## src/rtl/alu_exec_stage.sv

```systemverilog
// rtl/alu_exec_stage.sv - registered execute stage: logic/add/sub/slt in one cycle, iterative 32-step multiply
module alu_exec_stage #(
    parameter int WIDTH = 32
) (
    input  logic             clk,
    input  logic             reset_n,
    input  logic             in_valid,
    output logic             in_ready,
    input  logic [2:0]       op,
    input  logic [WIDTH-1:0] input1,
    input  logic [WIDTH-1:0] input2,
    output logic             out_valid,
    input  logic             out_ready,
    output logic [WIDTH-1:0] result,
    output logic             zero,
    output logic             overflow
);

    typedef enum logic [1:0] {
        S_IDLE = 2'd0,
        S_MUL  = 2'd1,
        S_DONE = 2'd2
    } state_t;

    localparam logic [2:0] OP_AND  = 3'b000;
    localparam logic [2:0] OP_OR   = 3'b001;
    localparam logic [2:0] OP_XOR  = 3'b010;
    localparam logic [2:0] OP_NOR  = 3'b011;
    localparam logic [2:0] OP_ADD  = 3'b100;
    localparam logic [2:0] OP_SUB  = 3'b101;
    localparam logic [2:0] OP_SLT  = 3'b110;
    localparam logic [2:0] OP_MULT = 3'b111;

    state_t           r_state;
    state_t           w_next_state;
    logic [WIDTH-1:0] r_result;
    logic             r_zero;
    logic             r_overflow;
    logic [WIDTH-1:0] r_mcand;
    logic [WIDTH-1:0] r_mplier;
    logic [WIDTH-1:0] r_acc;
    logic [4:0]       r_count;

    logic [WIDTH-1:0] w_sum;
    logic [WIDTH-1:0] w_bneg;
    logic [WIDTH-1:0] w_diff;
    logic             w_slt;
    logic [WIDTH-1:0] w_alu_result;
    logic             w_alu_ovf;
    logic [WIDTH-1:0] w_mul_sum;

    assign w_sum  = input1 + input2;
    assign w_bneg = ~input2 + WIDTH'(1);
    assign w_diff = input1 + w_bneg;
    // Direct signed compare stays correct when input1 - input2 overflows.
    assign w_slt  = $signed(input1) < $signed(input2);

    always_comb begin
        w_alu_result = '0;
        w_alu_ovf    = 1'b0;
        case (op)
            OP_AND: w_alu_result = input1 & input2;
            OP_OR:  w_alu_result = input1 | input2;
            OP_XOR: w_alu_result = input1 ^ input2;
            OP_NOR: w_alu_result = ~(input1 | input2);
            OP_ADD: begin
                w_alu_result = w_sum;
                w_alu_ovf    = (input1[WIDTH-1] == input2[WIDTH-1]) &&
                               (w_sum[WIDTH-1] != input1[WIDTH-1]);
            end
            OP_SUB: begin
                w_alu_result = w_diff;
                w_alu_ovf    = (input1[WIDTH-1] == w_bneg[WIDTH-1]) &&
                               (w_diff[WIDTH-1] != input1[WIDTH-1]);
            end
            OP_SLT: w_alu_result = {{(WIDTH-1){1'b0}}, w_slt};
            default: w_alu_result = '0;
        endcase
    end

    assign w_mul_sum = r_acc + (r_mplier[r_count] ? (r_mcand << r_count) : '0);

    always_comb begin
        w_next_state = r_state;
        case (r_state)
            S_IDLE: if (in_valid) w_next_state = (op == OP_MULT) ? S_MUL : S_DONE;
            S_MUL:  if (r_count == 5'd31) w_next_state = S_DONE;
            S_DONE: if (out_ready) w_next_state = S_IDLE;
            default: w_next_state = S_IDLE;
        endcase
    end

    always_ff @(posedge clk) begin
        if (!reset_n) begin
            r_state    <= S_IDLE;
            r_result   <= '0;
            r_zero     <= 1'b1;
            r_overflow <= 1'b0;
            r_mcand    <= '0;
            r_mplier   <= '0;
            r_acc      <= '0;
            r_count    <= '0;
        end else begin
            r_state <= w_next_state;
            case (r_state)
                S_IDLE: begin
                    if (in_valid) begin
                        if (op == OP_MULT) begin
                            r_mcand  <= input1;
                            r_mplier <= input2;
                            r_acc    <= '0;
                            r_count  <= '0;
                        end else begin
                            r_result   <= w_alu_result;
                            r_zero     <= (w_alu_result == '0);
                            r_overflow <= w_alu_ovf;
                        end
                    end
                end
                S_MUL: begin
                    r_acc   <= w_mul_sum;
                    r_count <= r_count + 5'd1;
                    if (r_count == 5'd31) begin
                        r_result   <= w_mul_sum;
                        r_zero     <= (w_mul_sum == '0);
                        r_overflow <= 1'b0;
                    end
                end
                default: ;
            endcase
        end
    end

    assign in_ready  = (r_state == S_IDLE) && reset_n;
    assign out_valid = (r_state == S_DONE);
    assign result    = r_result;
    assign zero      = r_zero;
    assign overflow  = r_overflow;

endmodule

```

## config.mk

```make
export PLATFORM = sky130hd
export DESIGN_NAME = alu_exec_stage
export DESIGN_NICKNAME = d
export VERILOG_FILES = /design/src/rtl/alu_exec_stage.sv
export SDC_FILE = /design/constraint.sdc
export NUM_CORES = 1
export LEC_CHECK = 0
export ABC_CLOCK_PERIOD_IN_PS = 6400
export CAP_MARGIN = 20
export CELL_PAD_IN_SITES_DETAIL_PLACEMENT = 1
export CELL_PAD_IN_SITES_GLOBAL_PLACEMENT = 2
export CORE_ASPECT_RATIO = 0.6
export CORE_MARGIN = 2
export CORE_UTILIZATION = 35
export CTS_CLUSTER_SIZE = 28
export DETAILED_ROUTE_END_ITERATION = 7
export GPL_TIMING_DRIVEN = 0
export PLACE_DENSITY = 0.83
export SYNTH_ARGS = -nofsm -noshare
export SYNTH_HDL_FRONTEND = slang
export SYNTH_SLANG_ARGS = --single-unit
```

## constraint.sdc

```tcl
create_clock -name clk -period 6.4 [get_ports clk]
set_clock_uncertainty 0.1 [all_clocks]
set_input_delay 0.96 -clock clk [delete_from_list [all_inputs] [get_ports clk]]
set_output_delay 0.96 -clock clk [all_outputs]
set_load 0.01 [all_outputs]
```

==> results.md <==
* Clk slew on worst S/H paths at 0.06 ns
* Post-Syn Nets at around 2400
* Internal power at approximately 1.9 mW
* Vias in the first global route at roughly 17000
* Status: finished, final reports clean
* Synthesis-to-layout area growth at 16.9%
* Power per Cell Area at 165 nW/µm²
* Worst EP arrival at approximately 6.5 ns
* # port buffers at 104
* Unrepaired setup endpoints after global routing: no
* Warnings, synthesis at 0
* CTS H-tree depth at 4
* Worst Setup Start Kind: primary input
* Hold/Removal Path Class: reg -> reg
* First-pass GRT wire length at 116 mm
* Initial DRC count at between 1500 and 2000
* Yosys cell types at 88
* CTS sink count at 137
* Rows at 60
* Full die area at about 47000 µm²
* NetSw at between 1 and 1.5 mW
* Fin nets at 2551
* Core footprint at 44600 µm²
* Initial core utilization at 35.3%
* Setup violators final at 0
* Data required, critical path at 6.69 ns
* Yosys reg bits at around 140
* Share of layout cells above drive strength 1 at 6.71%
* GPL Wtd Cong at 1.02
* Post-Syn Instances at 2180
* Drt first pass iters at 5
* List of most frequent post-synthesis cells: 377 x nand2_1, 171 x a21oi_1, 170 x nor2_1, 166 x ha_1, 137 x dfxtp_1
* Hold Path Depth at 2
* Clock network power share at 35.0%
* Gate power share at 35.5%
* Pwr Total at 3.03 mW
* Final Slew Violations at 0
* Most common cell in the netlist: nand2_1
* DIE WIDTH at 278 µm
* Slew HR at 29.9%
* CTS tree: yes
* Leakage dissipation at 7.35 nW
* Num CTS Buffers at 17
* Ports at 107
* Max-cap viol count at 0
* Total vias in the final route at 17800
* # DRC at 0
* WL final at 79.1 mm
* Initial antenna violation count at 3
* Seq pwr share at 29.5%
* R2R depth at 22
* Net Sw Frac at 38.3%
* R2r setup slk at roughly 0.23 ns
* Area share of the leading cell type in the synthesized netlist at ~17%
* Overflow after GRT at 0
* Asr flop ratio synth at 0%
* Worst-margin pin slew at 1.04 ns
* Number of synthesized flops with an enable pin at 0
* CTS max path bufs at 2
* Largest net degree at the start of global routing at 17
* Worst Setup Slack, final at 0.204 ns
* FMAX at 161 MHz
* Min Tclk post-route at a little over 6 ns
* Mean post-synth cell area at 7.21 µm²
* Main area contributors after synthesis: dfxtp_1 17%, ha_1 13%, nand2_1 9.0%
* Syn Std Cell Area at between 15000 and 20000 µm²
* CP Class: in -> reg
* GRT Total Usage at 33.3%
* Die Y at 168 µm
* Vias/cell at 6.11
* VDD IR max at 175 µV
* Clk Latency, worst-skew pair at 0.46 ns
* Pre-CTS setup slack at -1.49 ns
* CP max FO at 5
* Most common flop cell mapped by yosys: dfxtp_1
* Avg WL per Cell at 27.1 µm
* CTS Hold Bufs at 0
* Final period utilization at 96.8%
* Dominant cell type by area after synthesis: dfxtp_1
* Sequential share of the synthesized area at 17.4%
* Critical path endpoint category: register
* Endpoints failing hold at 0
* Hpwl dp at 64.9 mm
* Post-route ant nets at 0
* Clock root buffer: clkbuf_16
final cells by class:
type | instances | area, µm²
fillers | 5565 | 26200
multi-input cells | 1806 | 12200
flip-flops and latches | 137 | 2740
repair buffers | 114 | 1140
well taps | 589 | 737
plain buffers | 127 | 558
clock buffers | 22 | 484
inverters | 108 | 405
clock inverters | 10 | 116
diodes | 3 | 7.51
worst paths after layout:
kind                           start                       to
min reg2reg  result[29]$_SDFFE_PN0P_  result[29]$_SDFFE_PN0P_
max reg2reg  r_count[0]$_SDFFE_PN0P_  result[31]$_SDFFE_PN0P_
min          result[29]$_SDFFE_PN0P_  result[29]$_SDFFE_PN0P_
max                        input2[4]        zero$_SDFFE_PN1P_
critical path, cell delays in order:
cell and delay (ns):
clkdlybuf4s50_1 0.53, nor4_4 0.31, nand4_1 0.25, or3_4 0.48, nor4_4 0.29, clkdlybuf4s18_2 0.34, a41oi_1 0.15, a21oi_1 0.21
ha_2 0.37, o21ai_0 0.15, nor2_1 0.11, a221oi_2 0.29, o21ai_1 0.19, a21oi_2 0.28, o32ai_1 0.15, a221o_1 0.46
nor2_1 0.17, nand4_1 0.23, nor4_2 0.31, nand2_1 0.13, nand4_1 0.11
what timing repair did:
action                                 4_1_cts  5_1_grt
buffers inserted                             3        5
pin swaps                                    6        9
setup endpoints to repair                   11        9
cloned                                       0        0
endpoints found under the hold margin        0        0
resized for setup                           21       25
metrics by stage:
step / hold slack (ns) / setup TNS [ns] / area, µm² / util (%) / instances
2_1_floorplan: 0.340 / 0 / 15700 / - / 2180
3_3_place_gp: 0.352 / -15.09 / 17500 / 39.3 / 2873
3_5_place_dp: 0.356 / -9.30 / 17500 / 39.3 / 2874
4_1_cts: 0.365 / 0 / 18200 / 40.9 / 2908
5_1_grt: 0.382 / 0 / 18400 / 41.2 / 2914
6_report: 0.365 / 0 / 18400 / 41.2 / 2916
per-layer routing:
metal | track usage, % | vias to the layer above | share of wire (%)
met2 | 45.4 | 747 | 38
li1 | - | 8011 | -
met4 | 5.38 | 0 | 1.4
met3 | 7.99 | 63 | 9.8
met1 | 52.3 | 8995 | 51
met5 | 0 | - | 0
power groups by stage:
| stage | sequential, mW | combinational (mW) | clock, mW |
|---|---|---|---|
| 4_1_cts | 0.895 | 1.03 | 1.06 |
| 5_1_grt | 0.897 | 1.14 | 1.09 |
| 2_1_floorplan | 0.915 | 0.586 | 0 |
| 3_3_place_gp | 0.912 | 0.995 | 0 |
| 3_5_place_dp | 0.913 | 1.01 | 0 |
| 6_report | 0.895 | 1.08 | 1.06 |
state kept, by name, summed over array words and instances (netlist names):
register,count
r_count,5
result,32
overflow,1
r_acc,32
r_state,2
r_mplier,32
zero,1
r_mcand,32
placed cells by master, fill, tap and decap left out, types with 16 or more instances in the layout:
cell	count
ha_1	165
nor2_1	169
nand2_1	377
o21ai_0	112
xor2_1	27
o21bai_1	17
and3_1	21
a21oi_1	167
a21boi_0	111
a21o_1	32
mux4_2	16
nand3_1	38
a211oi_1	35
a31oi_1	17
nor2b_1	32
clkdlybuf4s50_1	102
clkbuf_1	75
buf_2	26
nand4_1	21
nor3_1	40
clkbuf_16	17
xnor2_1	76
mux2i_1	54
o21a_1	26
dfxtp_1	137
inv_1	105
cell families (layout without fill, tap and decap cells):
kind of cell / after synthesis / after routing / synth area share (%)
buffers and inverters: 237 / 381 / 6.05
DFF: 137 / 137 / 17.4
adders and majority gates: 169 / 169 / 13.6
AOI/OAI and AO/OA: 672 / 672 / 28.5
other: 0 / 3 / 0
muxes: 79 / 79 / 6.37
xor gates and xnor gates: 104 / 104 / 5.79
and+or+nand+nor: 782 / 782 / 22.2
(Power assumes the default switching activity.)
